$ cat config.mk
export PLATFORM = sky130hd
export DESIGN_NAME = cfg_reg_file
export DESIGN_NICKNAME = d
export VERILOG_FILES = /design/src/rtl/cfg_reg_file.sv
export SDC_FILE = /design/constraint.sdc
export NUM_CORES = 1
export LEC_CHECK = 0
export ABC_AREA = 1
export CORE_MARGIN = 2
export CORE_UTILIZATION = 42
export CTS_CLUSTER_DIAMETER = 150
export DETAILED_ROUTE_END_ITERATION = 10
export SYNTH_ARGS = -nofsm -noshare
export SYNTH_HDL_FRONTEND = slang
export SYNTH_SLANG_ARGS = --single-unit
$ cat constraint.sdc
create_clock -name CLK -period 4.9 [get_ports CLK]
set_clock_uncertainty 0.05 [all_clocks]
set_input_delay 0.49 -clock CLK [delete_from_list [all_inputs] [get_ports CLK]]
set_output_delay 0.49 -clock CLK [all_outputs]
set_load 0.01 [all_outputs]
$ cat src/rtl/cfg_reg_file.sv
// cfg_reg_file: parametrised configuration register file with per-register
// reset values, read-only mask, address range checking, a sequenced
// soft-clear sweep and per-register update strobes on exported registers.
module cfg_reg_file #(
    parameter int unsigned              WIDTH    = 8,
    parameter int unsigned              DEPTH    = 16,
    parameter int unsigned              ADDR     = 4,
    parameter int unsigned              NUM_EXP  = 4,
    parameter logic [DEPTH*WIDTH-1:0]   RST_VALS = (DEPTH*WIDTH)'(32'h2021_0000),
    parameter logic [DEPTH-1:0]         RO_MASK  = '0
) (
    input  logic                        CLK,
    input  logic                        RST,
    input  logic                        WrEn,
    input  logic                        RdEn,
    input  logic                        Clr,
    input  logic [ADDR-1:0]             Address,
    input  logic [WIDTH-1:0]            WrData,
    output logic [WIDTH-1:0]            RdData,
    output logic                        RdData_VLD,
    output logic                        Err,
    output logic                        Busy,
    output logic [NUM_EXP*WIDTH-1:0]    REGS,
    output logic [NUM_EXP-1:0]          Upd
);

    typedef enum logic {
        IDLE  = 1'b0,
        CLEAR = 1'b1
    } state_t;

    // Index counter is one bit wider than Address so DEPTH == 2^ADDR ends cleanly.
    localparam logic [ADDR:0] LAST_IDX = (ADDR+1)'(DEPTH-1);

    state_t               state_q, state_d;
    logic [ADDR:0]        idx_q, idx_d;
    logic [WIDTH-1:0]     regs_q [DEPTH];
    logic [WIDTH-1:0]     regs_d [DEPTH];
    logic [WIDTH-1:0]     rd_data_q, rd_data_d;
    logic                 rd_vld_q, rd_vld_d;
    logic                 err_q, err_d;
    logic                 busy_q, busy_d;
    logic [NUM_EXP-1:0]   upd_q, upd_d;

    logic                 addr_hit;
    logic                 addr_ro;
    logic [WIDTH-1:0]     addr_data;

    // Address decode: range check, read-only flag and selected storage word
    always_comb begin
        addr_hit  = 1'b0;
        addr_ro   = 1'b0;
        addr_data = '0;
        for (int unsigned i = 0; i < DEPTH; i++) begin
            if (Address == ADDR'(i)) begin
                addr_hit  = 1'b1;
                addr_ro   = RO_MASK[i];
                addr_data = regs_q[i];
            end
        end
    end

    // FSM state register and clear-sweep index
    always_ff @(posedge CLK or negedge RST) begin
        if (!RST) begin
            state_q <= IDLE;
            idx_q   <= '0;
        end else begin
            state_q <= state_d;
            idx_q   <= idx_d;
        end
    end

    // FSM next state: Clr starts the sweep from IDLE, sweep ends after the last index
    always_comb begin
        state_d = state_q;
        idx_d   = idx_q;
        case (state_q)
            IDLE: begin
                if (Clr) begin
                    state_d = CLEAR;
                    idx_d   = '0;
                end
            end
            CLEAR: begin
                idx_d = idx_q + 1'b1;
                if (idx_q == LAST_IDX) begin
                    state_d = IDLE;
                end
            end
            default: begin
                state_d = IDLE;
                idx_d   = '0;
            end
        endcase
    end

    // FSM outputs and datapath: host access arbitration and clear writes
    always_comb begin
        for (int unsigned i = 0; i < DEPTH; i++) begin
            regs_d[i] = regs_q[i];
        end
        rd_data_d = rd_data_q;
        rd_vld_d  = 1'b0;
        err_d     = 1'b0;
        upd_d     = '0;
        busy_d    = (state_d == CLEAR);

        case (state_q)
            IDLE: begin
                if (Clr) begin
                    err_d = WrEn | RdEn;
                end else if (WrEn && RdEn) begin
                    err_d = 1'b1;
                end else if (WrEn) begin
                    if (addr_hit && !addr_ro) begin
                        for (int unsigned i = 0; i < DEPTH; i++) begin
                            if (Address == ADDR'(i)) begin
                                regs_d[i] = WrData;
                            end
                        end
                        for (int unsigned k = 0; k < NUM_EXP; k++) begin
                            upd_d[k] = (Address == ADDR'(k));
                        end
                    end else begin
                        err_d = 1'b1;
                    end
                end else if (RdEn) begin
                    rd_vld_d  = 1'b1;
                    rd_data_d = addr_hit ? addr_data : '0;
                    err_d     = !addr_hit;
                end
            end
            CLEAR: begin
                for (int unsigned i = 0; i < DEPTH; i++) begin
                    if (idx_q == (ADDR+1)'(i)) begin
                        regs_d[i] = RST_VALS[i*WIDTH +: WIDTH];
                    end
                end
                err_d = WrEn | RdEn;
            end
            default: begin
                err_d = 1'b0;
            end
        endcase
    end

    // Storage and registered outputs
    always_ff @(posedge CLK or negedge RST) begin
        if (!RST) begin
            for (int unsigned i = 0; i < DEPTH; i++) begin
                regs_q[i] <= RST_VALS[i*WIDTH +: WIDTH];
            end
            rd_data_q <= '0;
            rd_vld_q  <= 1'b0;
            err_q     <= 1'b0;
            busy_q    <= 1'b0;
            upd_q     <= '0;
        end else begin
            for (int unsigned i = 0; i < DEPTH; i++) begin
                regs_q[i] <= regs_d[i];
            end
            rd_data_q <= rd_data_d;
            rd_vld_q  <= rd_vld_d;
            err_q     <= err_d;
            busy_q    <= busy_d;
            upd_q     <= upd_d;
        end
    end

    // Exported registers come straight from storage
    always_comb begin
        REGS = '0;
        for (int unsigned k = 0; k < NUM_EXP; k++) begin
            REGS[k*WIDTH +: WIDTH] = regs_q[k];
        end
    end

    assign RdData     = rd_data_q;
    assign RdData_VLD = rd_vld_q;
    assign Err        = err_q;
    assign Busy       = busy_q;
    assign Upd        = upd_q;

endmodule

==> metrics, run 1 <==
clock share of power 0.263; Mean Syn Cell Area just over 8 um^2; H-tree Lvls 4; final antenna-violating net count 0; die area 18,080 um^2; cts bufs inserted 17; Vias/cell 5.155; status completed; final setup vio count 0; vias in the first global route 5,449; final instance area approximately 8000 um^2; DRT Pass-1 Iters 5; P_sw 1.843 mW; share of cells above drive strength 1 0.08490; Root Buffer clkbuf_16; Switching Fraction 0.3741; RePlAce Congestion a little over 0.9; Worst-Margin Slew 1005 ps; crit path capture type flop; Seq cells post-synth around 150; Starting Density 0.4297; WL/cell 17.82 um; GRT Resource Usage Total 0.2327; maximum fanout along the worst path 21; relative max-transition margin 0.3302; Starting DRT DRC Count around 500; Cells after Synth 875; Synth Cell Area 7151 um^2; worst path required time just over 5000 ps; Worst Hold Class primary input to async pin; period utilisation layout 0.5866; Synth async-reset ratio 1.000; Die Wd 134.5 um; global-route wire length before repair 31,770 um; most common cell in the netlist nand2_1; Top Ports 64; final setup TNS 0 ps; fin nets 916; min Tclk post-route roughly 2900 ps; Hold Slack 120.0 ps; residual DRC count 0; Worst-Skew Late Latency 420 ps; Pwr Total 4.926 mW; Synth Net Count around 900; Setup Fix Bufs, Post-CTS 0; area grow syn2layout 15.01%; EDFF count, synth 0; CTS tree yes; Synth Flop Type dfrtp_1; Post-DP HPWL about 13,000 um; Comb power frac 0.313; count of cell types in the netlist 34; total number of vias 5,810; clock sinks 148; Slew Viols, Final 0; final core occ 0.4942; FMAX roughly 350 MHz; Synth top cells by count 275 x nand2_1, 145 x dfrtp_1, 97 x o21ai_0; Flop pwr share 0.424; CTS max path bufs 2; Final Hold Vio Count 0; cts hold-fix bufs 0; Die Ht 134.5 um; Power Density 598.9 nW/um^2; unrepaired setup endpoints after global routing no; gr ovfl total 0; Placed Instance Area between 7000 and 8000 um^2; Post-Route WL about 20,000 um; # diodes 0; Area contributors post-synth dfrtp_1 51%, nand2_1 14%, o21ai_0 6.8%; clock-pin slew on the worst setup and hold paths around 60 ps; post_cts resized 0; Non-Filler Instances 1,127; final worst setup slack 2026 ps; P_int 3.083 mW; WP data arrival 3080 ps; synth warn 0; Leak 3.689 nW; I/O Buffers 63; initial antenna violation count 0; register area share after synthesis 0.5185; Post-Place Cells 1,095; VDD IR max 276.8 uV; max-cap viol count 0; critical path class flop to flop; Rows 47; top cell type's share of synthesized area 0.5074; largest net degree at the start of global routing 108; dpl ws about 2000 ps; Core Box Area 16,640 um^2; area leader, netlist dfrtp_1; Worst setup SP type flop
[registers in the layout, indices dropped and copies added, names as in the netlist]
register,flops
idx_q,5
Busy,1
REGS,32
Upd,4
RdData_VLD,1
regs_q,96
Err,1
RdData,8
[critical path, stage by stage, from the launching register on]
cell	delay, ps
dfrtp_1	840
inv_1	510
nor2_1	340
nand2_1	190
o22ai_1	190
nand2_1	310
nand2_1	160
o21ai_0	110
[logic make-up (layout without fill, tap and decap cells)]
kind of cell | after synthesis | in the layout | share of synthesized area
buffers and inverters | 135 | 167 | 0.09659
flip-flops | 148 | 148 | 0.5185
adder cells (fa/ha/maj) | 5 | 5 | 0.008749
AO/OA/AOI/OAI | 170 | 170 | 0.1216
AND/OR/NAND/NOR | 417 | 417 | 0.2546
[cell type report]
| type | instances | area [um^2] |
|---|---|---|
| Tap cell | 220 | 275.3 |
| Clock buffer | 19 | 432.9 |
| Timing Repair Buffer | 64 | 639.4 |
| Sequential cell | 148 | 3707 |
| Inverter | 71 | 269.0 |
| Fill cell | 1610 | 8418 |
| Clock inverter | 13 | 147.6 |
| Multi-Input combinational cell | 592 | 2753 |
[cell usage in the layout, fill, tap and decap left out, types with 4 or more instances in the layout]
cell type / Yosys / final
a21oi_1: 46 / 46
clkbuf_16: 0 / 17
clkdlybuf4s50_1: 0 / 62
clkinvlp_4: 0 / 4
dfrtp_1: 145 / 145
ha_1: 5 / 5
inv_1: 62 / 62
inv_2: 8 / 8
inv_6: 0 / 4
nand2_1: 275 / 275
nand2_4: 4 / 4
nand3_1: 26 / 26
nand4_1: 21 / 21
nor2_1: 54 / 54
nor2_2: 7 / 7
nor2_4: 8 / 8
o21ai_0: 97 / 97
o21ai_1: 16 / 16
o22ai_1: 9 / 9
or2_2: 9 / 9
[worst paths after layout]
kind | startpoint | endpoint | slack [ps] | depth (start not counted)
max | Busy$_DFF_PN0_ | regs_q[72]$_DFFE_PN0P_ | 2030 | 7
max in group asynchronous | RST | regs_q[12]$_DFFE_PN0P_ | 3440 | 2
min reg2reg | regs_q[24]$_DFFE_PN0P_ | regs_q[24]$_DFFE_PN0P_ | 430 | 2
min in group CLK | regs_q[24]$_DFFE_PN0P_ | regs_q[24]$_DFFE_PN0P_ | 430 | 2
min | RST | REGS[23]$_DFFE_PN0P_ | 120 | 1
max reg2reg | Busy$_DFF_PN0_ | regs_q[72]$_DFFE_PN0P_ | 2030 | 7
[metal layers]
metal	routed length, um	global-route usage	vias to the layer above
li1	-	-	2824
met1	9902	0.3538	2782
met2	8624	0.3336	175
met3	1075	0.04017	29
met4	484	0.08363	0
met5	0	0	-
[power by group through the flow]
stage	sequential, mW	clock (mW)	combinational (mW)
after floorplan	1.95	0	1.13
after detailed placement	2.08	0	1.54
final	2.09	1.30	1.54
after global placement	2.09	0	1.51
after global routing	2.14	1.36	1.74
after CTS	2.08	1.31	1.55
(Power assumes the default switching activity.)
==> run 2, diff against run 1 <==
==> constraint.sdc (replaced) <==
create_clock -name CLK -period 2.7 [get_ports CLK]
set_clock_uncertainty 0.05 [all_clocks]
set_input_delay 0.27 -clock CLK [delete_from_list [all_inputs] [get_ports CLK]]
set_output_delay 0.27 -clock CLK [all_outputs]
set_load 0.01 [all_outputs]
==> run 2 against run 1 <==
Compared with the run above:
- global-route usage is 0.37 points lower
- via count is 0.28% higher
- wire length is 3.3% lower
- worst hold slack better by 230 ps
- cell count is 2.0% higher
- sequential power is 79% higher
- non-clock buffer count is 23 higher
- sequential cell count stayed put
- sequential share of layout area is 0.91 points lower
- clock power is 75% higher
- combinational power is 86% higher
- first-iteration DRC count is 6.7% lower
- critical endpoint is now RdData[6]$_DFFE_PN0P_
==> metrics, run 2 (synthesis gave the netlist of run 1 again) <==
Post-Route WL 19,420 um; Worst setup SP type primary input; commonest non-fill, non-tap cell in the layout nand2_1; Crit Reg-Reg Startpoint Busy$_DFF_PN0_; initial antenna violation count 0; final antenna-violating net count 0; Vias/cell 5.066; Comb power frac 0.322; Top Ports 64; Switching Fraction 0.3715; min Tclk post-route 2248 ps; largest net degree at the start of global routing a little under 70; Worst-Skew Late Latency 430 ps; cell with the most instances on the worst path nand2_1; final setup TNS 0 ps; residual DRC count 0; most frequent cells in the layout 275 x nand2_1, 145 x dfrtp_1, 97 x o21ai_0; Setup Fix Bufs, Post-CTS 0; P_int 5.592 mW; FMAX 444.7 MHz; fin nets 939; max-cap viol count 0; final setup vio count 0; worst path cell trace clkdlybuf4s50_1, nor2_2, nand2_4, or2_0, nand2_1, nand4_1, nand2_1, nand4_1, nor3_2, nand4_1, nand2_1, nand2_1; area grow syn2layout 17.39%; Core Box Area 16,640 um^2; status completed; Hold Slack 347.3 ps; Die Wd 134.5 um; Slew Viols, Final 0; die area between 15,000 and 20,000 um^2; Fill cells 1,633; WL/cell 16.89 um; Leak 3.797 nW; post_cts resized 0; clock-pin slew on the worst setup and hold paths 70 ps; share of cells above drive strength 1 0.1065; Flop pwr share 0.422; P_sw 3.305 mW; slowest CP cell clkdlybuf4s50_1; Root Buffer clkbuf_16; GRT Resource Usage Total 0.2290; worst setup path startpoint Address[3]; DRT Pass-1 Iters 5; # diodes 0; total number of vias 5,826; CTS tree yes; H-tree Lvls 4; period utilisation layout 0.8328; Starting Density 0.4297; global-route wire length before repair 31,380 um; relative max-transition margin 0.3902; Top reg by flops regs_q; Starting DRT DRC Count 471; Rows 47; Power Density 1060 nW/um^2; WP data arrival 2520 ps; CTS max path bufs 2; clock share of power 0.256; unrepaired setup endpoints after global routing no; Worst-Margin Slew 912.5 ps; Die Ht ~130 um; clock sinks 148; Final Hold Vio Count 0; RePlAce Congestion 0.9228; crit path capture type flop; vias in the first global route 5,505; Worst path max stage delay 500 ps; max reg flops 96; I/O Buffers between 60 and 70; Post-DP HPWL between 10,000 and 15,000 um; worst path required time 2980 ps; cts bufs inserted 17; maximum fanout along the worst path 10; VDD IR max approximately 470 uV; critical path class primary input to flop; Worst Hold Class primary input to async pin; gr ovfl total 0
[run 2: changes by cell type in the layout (fill, tap and decap cells not counted)]
cell	change
inv_6	-2
clkbuf_8	+2
bufinv_16	-1
clkinvlp_4	+2
dlygate4sd3_1	+1
clkinv_4	-2
buf_12	+1
clkinv_2	+1
buf_4	+21
[run 2: area by class of cell]
type                            instances  area [um^2]  area share
Timing Repair Buffer                   87        827.0     0.09852
Clock inverter                         11        102.6     0.01222
Inverter                               71        269.0     0.03205
Tap cell                              220        275.3     0.03279
Multi-Input combinational cell        592         2753      0.3279
Clock buffer                           21        460.4     0.05485
Sequential cell                       148         3707      0.4416
[run 2: final timing paths]
path                                               end  slack, ps  cells past startpoint
worst max register to register  regs_q[55]$_DFFE_PN0P_        630                      7
worst min register to register  regs_q[24]$_DFFE_PN0P_        430                      2
max in group asynchronous       regs_q[70]$_DFFE_PN0P_       1550                      3
worst min-delay path              REGS[17]$_DFFE_PN0P_        350                      2
worst max-delay path             RdData[6]$_DFFE_PN0P_        450                     12
min in group CLK                         Err$_DFF_PN0_        420                      3
[run 2: power by group through the flow]
stage	clock network, mW	registers (mW)	logic (mW)
CTS	2.31	3.74	2.89
detailed placement	0	3.76	2.88
global placement	0	3.76	2.81
floorplan	0	3.54	2.06
finish	2.28	3.75	2.87
global route	2.39	3.85	3.25
[run 2: per-layer routing]
| metal | wire (um) | track usage | vias to the layer above |
|---|---|---|---|
| met5 | 0 | 0 | - |
| met4 | 314 | 0.07310 | 0 |
| met3 | 1071 | 0.05030 | 22 |
| met2 | 8301 | 0.3257 | 162 |
| met1 | 9731 | 0.3473 | 2765 |
| li1 | - | - | 2877 |
[run 2: worst max-delay path, delay by kind of cell]
kind,cells,cell delay [ps]
buffers and inverters,1,500
and+or+nand+nor,11,1740
[run 2: what timing repair did]
action                                  4_1_cts  5_1_grt
endpoints found under the setup margin        0        0
hold endpoints to repair                     60        0
hold buffers                                  1        0
[run 2: per-stage QoR]
stage	util	power (mW)	std cells	setup WS [ps]	area (um^2)
2_1_floorplan	-	5.599	875	971.7	7151
3_3_place_gp	0.4700	6.578	1117	49.93	7821
3_5_place_dp	0.4700	6.637	1117	46.91	7821
4_1_cts	0.5044	8.933	1150	497.7	8394
5_1_grt	0.5044	9.498	1150	308.3	8394
6_report	0.5044	8.897	1150	451.5	8394
==> run 3, diff against run 2 <==
==> constraint.sdc (replaced) <==
create_clock -name CLK -period 2.32 [get_ports CLK]
set_clock_uncertainty 0.05 [all_clocks]
set_input_delay 0.232 -clock CLK [delete_from_list [all_inputs] [get_ports CLK]]
set_output_delay 0.232 -clock CLK [all_outputs]
set_load 0.01 [all_outputs]
==> run 3 against run 2 <==
Compared with the run above:
- total power rose by 20%
- die area did not move
- global-route usage rose by 0.32 points
- clock-buffer cell count fell by 3
- utilization rose by 2.1 points
- combinational power rose by 23%
- worst hold slack got worse by 65 ps
- sequential power rose by 15%
- via count rose by 0.41%
- non-clock buffer count rose by 36
- largest cell class unchanged
==> metrics, run 3 (synthesis gave the netlist of run 1 again) <==
Worst Hold Class primary input to async pin; final setup vio count 0; global-route wire length before repair 31,820 um; final antenna-violating net count 0; DRT Pass-1 Iters 5; clock-pin slew on the worst setup and hold paths 70 ps; Pwr Total between 10 and 15 mW; H-tree Lvls 4; WL/cell 16.45 um; Worst-Margin Slew 813.0 ps; Power Density 1219 nW/um^2; Non-Filler Instances 1,186; I/O Buffers between 60 and 70; clock sinks 148; RePlAce Congestion 0.9055; Final Hold Vio Count 0; total number of vias ~5,900; Root Buffer clkbuf_16; Starting DRT DRC Count 416; commonest non-fill, non-tap cell in the layout nand2_1; Starting Density 0.4297; Die Wd 134.5 um; # diodes 0; min Tclk post-route 2154 ps; Slew Viols, Final 0; die area between 15,000 and 20,000 um^2; CTS tree yes; initial antenna violation count 0; Fill cells 1,564; Top reg by flops regs_q; max-cap viol count 0; critical path class primary input to flop; unrepaired setup endpoints after global routing no; CTS max path bufs 2; largest net degree at the start of global routing 57; period utilisation layout 0.9285; VDD IR max 509.9 uV; vias in the first global route between 5,000 and 6,000; Post-Place Cells 1,153; most frequent cells in the layout 274 x nand2_1, 145 x dfrtp_1, 97 x o21ai_0; worst path required time 2580 ps; worst path cell trace clkdlybuf4s50_1, inv_1, nand2_2, buf_4, nor2_4, buf_4, nand2_1, nand4_1, nor2_2, nand4_1, nand2_1, nand4_1, nor2_1, nand3_1, nand2_1, nand2_1; fin nets 975; Post-DP HPWL 13,490 um; Worst path max stage delay 560 ps; FMAX between 400 and 500 MHz; Leak 4.007 nW; WP data arrival 2420 ps; Worst-Skew Late Latency 420 ps; GRT Resource Usage Total 0.2322; cell with the most instances on the worst path nand2_1; Die Ht 134.5 um; Vias/cell 4.933; residual DRC count 0; max reg flops 96; area grow syn2layout 22.34%; Post-Route WL 19,510 um; Rows 47; share of cells above drive strength 1 0.1429; Worst setup SP type primary input; Core Box Area 16,640 um^2; cts bufs inserted 17; Top Ports 64; gr ovfl total 0; Setup Fix Bufs, Post-CTS 0; final core occ 0.5257; relative max-transition margin 0.4567; maximum fanout along the worst path 4; status completed; slowest CP cell clkdlybuf4s50_1; crit path capture type flop; Hold Slack 282.2 ps
run 3: area by class of cell:
type / count / area (um^2) / share of cell area
well taps: 220 / 275.3 / 0.03146
clock buffers: 18 / 429.2 / 0.04906
repair buffers: 123 / 1135 / 0.1297
inverters: 71 / 269.0 / 0.03075
multi-input cells: 592 / 2758 / 0.3152
clock inverters: 14 / 175.2 / 0.02002
flip-flops and latches: 148 / 3707 / 0.4238
run 3: critical path, delay by kind of cell:
kind / cells / cell delay (ps)
and+or+nand+nor: 12 / 1240
buffers and inverters: 4 / 940
run 3: final timing paths:
| check | startpoint | end | depth (start not counted) | slack [ps] |
|---|---|---|---|---|
| min in group CLK | WrData[0] | REGS[16]$_DFFE_PN1P_ | 3 | 390 |
| setup reg to reg | idx_q[0]$_DFFE_PN0P_ | regs_q[2]$_DFFE_PN0P_ | 8 | 360 |
| setup / recovery | Address[3] | RdData[5]$_DFFE_PN0P_ | 16 | 170 |
| hold reg to reg | RdData[0]$_DFFE_PN0P_ | RdData[0]$_DFFE_PN0P_ | 2 | 430 |
| hold / removal | RST | REGS[18]$_DFFE_PN0P_ | 2 | 280 |
| max in group asynchronous | RST | regs_q[63]$_DFFE_PN0P_ | 3 | 1260 |
run 3: what timing repair did:
| item | CTS | global route |
|---|---|---|
| hold buffers | 1 | 0 |
| setup endpoints to repair | 0 | 1 |
| gates resized for setup | 0 | 2 |
| hold endpoints to repair | 51 | 0 |
run 3: metrics by stage:
step | area (um^2) | setup TNS [ps] | setup WS (ps)
after floorplan | 7151 | 0 | 591.7
after global placement | 8129 | -1116 | -321.9
after detailed placement | 8129 | -1454 | -337.2
after CTS | 8743 | 0 | 109.6
after global routing | 8748 | 0 | 58.87
final | 8748 | 0 | 166.0
run 3: report_power, final:
part           total (mW)  internal (mW)  switching [mW]
sequential           4.32           3.60           0.720
combinational        3.52           1.49            2.03
clock                2.82           1.70            1.12
run 3: layer usage:
metal  share of wire  global-route usage  up-vias
met5               0                   0        -
met4           0.020             0.07836        0
met3           0.061             0.06269       26
met2            0.42              0.3262      145
met1            0.50              0.3465     2733
li1                -                   -     2946
